[src/rtl/sccb_pkg.sv]
// Shared types and sizing constants for the SCCB write engine.
package sccb_pkg;

    typedef enum logic [2:0] {IDLE, START, BYTE, ACK, STOP} sccb_state_t;

    localparam int PHASES = 4;
    localparam int BYTES  = 3;
    localparam int BITS   = 8;

endpackage

[src/rtl/sccb_write_master.sv]
// Three-byte SCCB/I2C write engine (device, register, data). Each 400 kHz
// tick advances one quarter-bit phase, giving a 100 kHz SCL. All bus
// outputs are registered; their levels are decoded from the next state so
// they change on the same edge as the state/phase they belong to.
module sccb_write_master
    import sccb_pkg::*;
#(
    parameter bit CHECK_ACK = 1'b1
) (
    input  logic       clk,
    input  logic       reset,
    input  logic       tick_400kHz,
    input  logic       start,
    input  logic [7:0] dev_addr,
    input  logic [7:0] reg_addr,
    input  logic [7:0] wr_data,
    input  logic       sda_in,
    output logic       scl,
    output logic       sda_oe,
    output logic       busy,
    output logic       done,
    output logic       ack_err
);

    localparam logic [1:0] LAST_PHASE = 2'(PHASES - 1);
    localparam logic [1:0] LAST_BYTE  = 2'(BYTES - 1);
    localparam logic [2:0] MSB_IDX    = 3'(BITS - 1);

    sccb_state_t     state_q, state_d;
    logic [1:0]      phase_q, phase_d;
    logic [2:0]      bit_idx_q, bit_idx_d;
    logic [1:0]      byte_idx_q, byte_idx_d;
    logic [2:0][7:0] data_q, data_d;
    logic            nack_q, nack_d;
    logic            ack_err_d, busy_d, done_d;
    logic            scl_d, sda_oe_d;
    logic [7:0]      cur_byte;

    // Sequencing, then decode of the next phase into (scl, sda_oe) for the output registers
    always_comb begin
        state_d    = state_q;
        phase_d    = phase_q;
        bit_idx_d  = bit_idx_q;
        byte_idx_d = byte_idx_q;
        data_d     = data_q;
        nack_d     = nack_q;
        ack_err_d  = ack_err;
        busy_d     = busy;
        done_d     = 1'b0;
        scl_d      = 1'b1;
        sda_oe_d   = 1'b0;
        cur_byte   = '0;

        if (state_q == IDLE) begin
            // A tick coincident with start is consumed by acceptance only.
            if (start) begin
                state_d    = START;
                phase_d    = '0;
                bit_idx_d  = MSB_IDX;
                byte_idx_d = '0;
                data_d     = {wr_data, reg_addr, dev_addr};
                nack_d     = 1'b0;
                ack_err_d  = 1'b0;
                busy_d     = 1'b1;
            end
        end else if (tick_400kHz) begin
            phase_d = phase_q + 2'd1;
            if (state_q == ACK && phase_q == 2'd2) begin
                nack_d = sda_in;
            end
            if (phase_q == LAST_PHASE) begin
                case (state_q)
                    START: begin
                        state_d   = BYTE;
                        bit_idx_d = MSB_IDX;
                    end
                    BYTE: begin
                        if (bit_idx_q == '0) begin
                            state_d = ACK;
                        end else begin
                            bit_idx_d = bit_idx_q - 3'd1;
                        end
                    end
                    ACK: begin
                        if (nack_q && CHECK_ACK) begin
                            ack_err_d = 1'b1;
                            state_d   = STOP;
                        end else if (byte_idx_q == LAST_BYTE) begin
                            state_d = STOP;
                        end else begin
                            byte_idx_d = byte_idx_q + 2'd1;
                            bit_idx_d  = MSB_IDX;
                            state_d    = BYTE;
                        end
                    end
                    STOP: begin
                        state_d = IDLE;
                        busy_d  = 1'b0;
                        done_d  = 1'b1;
                    end
                    default: begin
                        state_d = IDLE;
                        busy_d  = 1'b0;
                    end
                endcase
            end
        end

        case (byte_idx_d)
            2'd0:    cur_byte = data_d[0];
            2'd1:    cur_byte = data_d[1];
            default: cur_byte = data_d[2];
        endcase

        case (state_d)
            START: begin
                scl_d    = (phase_d != 2'd3);
                sda_oe_d = (phase_d != 2'd0);
            end
            BYTE: begin
                scl_d    = (phase_d == 2'd1) || (phase_d == 2'd2);
                sda_oe_d = ~cur_byte[bit_idx_d];
            end
            ACK: begin
                scl_d    = (phase_d == 2'd1) || (phase_d == 2'd2);
                sda_oe_d = 1'b0;
            end
            STOP: begin
                scl_d    = (phase_d != 2'd0);
                sda_oe_d = (phase_d == 2'd0) || (phase_d == 2'd1);
            end
            default: begin
                scl_d    = 1'b1;
                sda_oe_d = 1'b0;
            end
        endcase
    end

    // State, counters and registered bus outputs; reset releases the bus without a STOP
    always_ff @(posedge clk or negedge reset) begin
        if (!reset) begin
            state_q    <= IDLE;
            phase_q    <= '0;
            bit_idx_q  <= '0;
            byte_idx_q <= '0;
            data_q     <= '0;
            nack_q     <= 1'b0;
            scl        <= 1'b1;
            sda_oe     <= 1'b0;
            busy       <= 1'b0;
            done       <= 1'b0;
            ack_err    <= 1'b0;
        end else begin
            state_q    <= state_d;
            phase_q    <= phase_d;
            bit_idx_q  <= bit_idx_d;
            byte_idx_q <= byte_idx_d;
            data_q     <= data_d;
            nack_q     <= nack_d;
            scl        <= scl_d;
            sda_oe     <= sda_oe_d;
            busy       <= busy_d;
            done       <= done_d;
            ack_err    <= ack_err_d;
        end
    end

endmodule

[config.mk]
export PLATFORM = sky130hd
export DESIGN_NAME = sccb_write_master
export DESIGN_NICKNAME = d
export VERILOG_FILES = /design/src/rtl/sccb_pkg.sv /design/src/rtl/sccb_write_master.sv
export SDC_FILE = /design/constraint.sdc
export NUM_CORES = 1
export LEC_CHECK = 0
export CORE_ASPECT_RATIO = 0.9
export CORE_MARGIN = 4
export CORE_UTILIZATION = 58
export CTS_CLUSTER_SIZE = 25
export DETAILED_ROUTE_END_ITERATION = 10
export DONT_BUFFER_PORTS = 1
export PLACE_DENSITY_LB_ADDON = 0.3
export SLEW_MARGIN = 20
export SYNTH_ARGS = -nofsm -noshare
export SYNTH_HDL_FRONTEND = slang
export SYNTH_SLANG_ARGS = --single-unit
export TNS_END_PERCENT = 1
[constraint.sdc]
create_clock -name clk -period 3.99 [get_ports clk]
set_input_delay 0.5985 -clock clk [delete_from_list [all_inputs] [get_ports clk]]
set_output_delay 0.5985 -clock clk [all_outputs]
set_load 0.05 [all_outputs]
==> impl_results.md <==
- Worst-path clk slew: 0.08 ns
- Global Route Usage Sum: 0.209
- Cell taking the most area after synthesis: dfrtp_1
- Reg2Reg Depth: 9
- Final antenna diode count: 0
- Sink Count: 40
- DP Wirelength: 3.43 mm
- Worst Setup End Kind: flop
- VDD IR max: 0.436 mV
- I/O pin count: 34
- Initial DRT Pass Iterations: 4
- PostCTS Resize Cnt: 0
- Synth top area cells: dfrtp_1 42%, mux2_2 10%, ha_1 5.4%
- Worst EP arrival: 3.08 ns
- Relative slew slack: 0.645
- R2R setup slack: 1.11 ns
- Avg Cell Area, Syn: 11.1 µm²
- Max Slew Vio Count: 0
- First-pass GRT wire length: 7.81 mm
- Vias in the first global route: 1557
- Final Hold Fails: 0
- Filler instances: 278
- CTS H-tree lvls: 2
- CTS Buf Count: 5
- DRC Markers: 0
- Final worst setup slack: 1.11 ns
- CORE AREA: 3760 µm²
- Ys flop type: dfrtp_1
- CTS Buffer Depth: 2
- Starting DRT DRC Count: 219
- Synth Net Count: 246
- Synth top area share: 0.425
- Startpoint types: flop
- Starting density of the core: 0.612
- Fin crit period: 2.88 ns
- Leak: 1.04 nW
- Sequential-to-total area share from yosys stat: 0.436
- Routed len/inst: 18.5 µm
- Total number of vias: 1654
- Routability Congestion: 1.02
- Rows: 21
- Antenna-violating nets left: 0
- Total global routing overflow: 0
- #FFs+latches synth: 40
- Mapped Cells: 207
- R2R Path End: sda_oe
- Kind of critical path: flop to flop
- Yosys warns: 0
- Post-synth EDFFs: 0
- Max-cap violations: 0
- Die H: 67.7 µm
- Async S/R FF share, synth: 1.00
- Power per cell area: 838 nW/µm²
- Critical path required time: 4.18 ns
- Post-Place Setup Slack: 1.19 ns
- Root buffer cell: clkbuf_8
- Die area: 5040 µm²
- Via/cell ratio: 6.46
- Post-Syn Area: 2300 µm²
- Clock Skews: 0.00365 ns
- Flip-flop and latch area: 1000 µm²
- Unrepaired setup endpoints after global routing: false
- Final wirelength: 4.74 mm
- Layout cells sized above 1: 0.233
- Die width: 74.4 µm
- Clock Latency Late Sink: 0.29 ns
- Critical Path Fanout Max: 19
- Reg-to-reg startpoint: state_q[0]
- Syn-to-layout area delta: 5.88%
- Peak Freq: 347 MHz
- Final nets: 248
- Multi-input gate area: 1170 µm²
- Worst-Margin Slew: 0.531 ns
- Port Buf Inserts: 0
- CTS tree: done
- Distinct cell type count after synthesis: 52
- Antenna violations before repair: 0
- Min-delay worst type: primary input to async pin
- Largest net degree at the start of global routing: 40
- TNS Setup: 0 ns
- Outcome: completed
- Period utilisation layout: 0.723
- Final setup fails: 0
- Number of setup buffers added after CTS: 0
==> where the power goes <==
part / switching (mW) / internal, mW
Combinational: 0.485 / 0.416
Clock: 0.150 / 0.188
Sequential: 0.203 / 0.595
Total: 0.839 / 1.20
==> layout make-up <==
class                   count  share of cell area
inverters                  14              0.0216
well taps                  46              0.0237
repair buffers              3              0.0144
flip-flops and latches     40               0.412
clock buffers               5              0.0283
clock inverters             3              0.0190
multi-input cells         145               0.481
==> cell usage after synthesis (5+ instances only) <==
master   count
a21oi_1     10
buf_6        5
dfrtp_1     39
ha_1        10
inv_1       12
mux2_2      21
nand2_1     10
nor2_1       5
nor3_1       9
o21ai_0     11
o22ai_1      5
==> critical path, cell delays in order (launching register included) <==
cell,delay [ns]
dfrtp_1,0.58
nor4b_4,0.61
buf_4,0.36
a211oi_2,0.11
nor2_4,0.15
inv_2,0.13
a221o_1,0.37
o22ai_1,0.14
a211oi_1,0.08
o311ai_1,0.25
==> flip-flops by register name (all words and copies together) (netlist names) <==
| register | cells |
|---|---|
| done | 1 |
| byte_idx_q | 2 |
| busy | 1 |
| bit_idx_q | 3 |
| ack_err | 1 |
| state_q | 3 |
| scl | 1 |
| nack_q | 1 |
| data_q | 24 |
| sda_oe | 1 |
| phase_q | 2 |
==> worst max path at each step <==
stage	start	end	slack [ns]	cells after the start
3_3_place_gp	state_q[0]	sda_oe	1.29	9
6_report	state_q[0]	sda_oe	1.11	9
2_1_floorplan	state_q[0]	sda_oe	1.70	10
4_1_cts	state_q[0]	sda_oe	1.13	9
3_5_place_dp	state_q[0]	sda_oe	1.19	9
5_1_grt	state_q[0]	sda_oe	0.89	9
==> repair_timing <==
action | CTS | global route
endpoints found under the setup margin | 0 | 0
endpoints found under the hold margin | 39 | 0
hold buffers | 1 | 0
==> per-layer routing <==
| layer | vias up | part of all wire | track usage |
|---|---|---|---|
| li1 | 771 | - | - |
| met1 | 811 | 0.44 | 0.275 |
| met2 | 66 | 0.47 | 0.325 |
| met3 | 6 | 0.078 | 0.0744 |
| met4 | 0 | 0.012 | 0.0578 |
| met5 | - | 0 | 0 |
==> kinds of logic (layout without fill, tap and decap cells) <==
| logic type | Yosys count | after routing | synth area share |
|---|---|---|---|
| multiplexers | 26 | 26 | 0.130 |
| buffers and inverters | 22 | 25 | 0.0544 |
| adder cells (fa/ha/maj) | 10 | 10 | 0.0544 |
| AND/OR/NAND/NOR | 51 | 51 | 0.136 |
| AO/OA/AOI/OAI | 58 | 58 | 0.190 |
| flip-flops | 40 | 40 | 0.436 |
==> stage by stage <==
| step | instance area (µm²) | total power [mW] | hold slack (ns) | util | std cells |
|---|---|---|---|---|---|
| after floorplan | 2300 | 1.52 | 0.303 | - | 207 |
| after global placement | 2300 | 1.63 | 0.304 | 0.612 | 247 |
| after detailed placement | 2300 | 1.68 | 0.304 | 0.612 | 247 |
| after CTS | 2430 | 2.04 | 0.130 | 0.648 | 256 |
| after global routing | 2430 | 2.20 | 0.115 | 0.648 | 256 |
| final | 2430 | 2.04 | 0.129 | 0.648 | 256 |
==> cells in the final DEF (no fill, tap or decap), types with 5 or more instances in the layout <==
master,Yosys,routed
dfrtp_1,39,39
mux2_2,21,21
inv_1,12,12
o21ai_0,11,11
nand2_1,10,10
a21oi_1,10,10
ha_1,10,10
nor3_1,9,9
o22ai_1,5,5
nor2_1,5,5
clkbuf_8,0,5
Power figures use the tool's default switching activity.
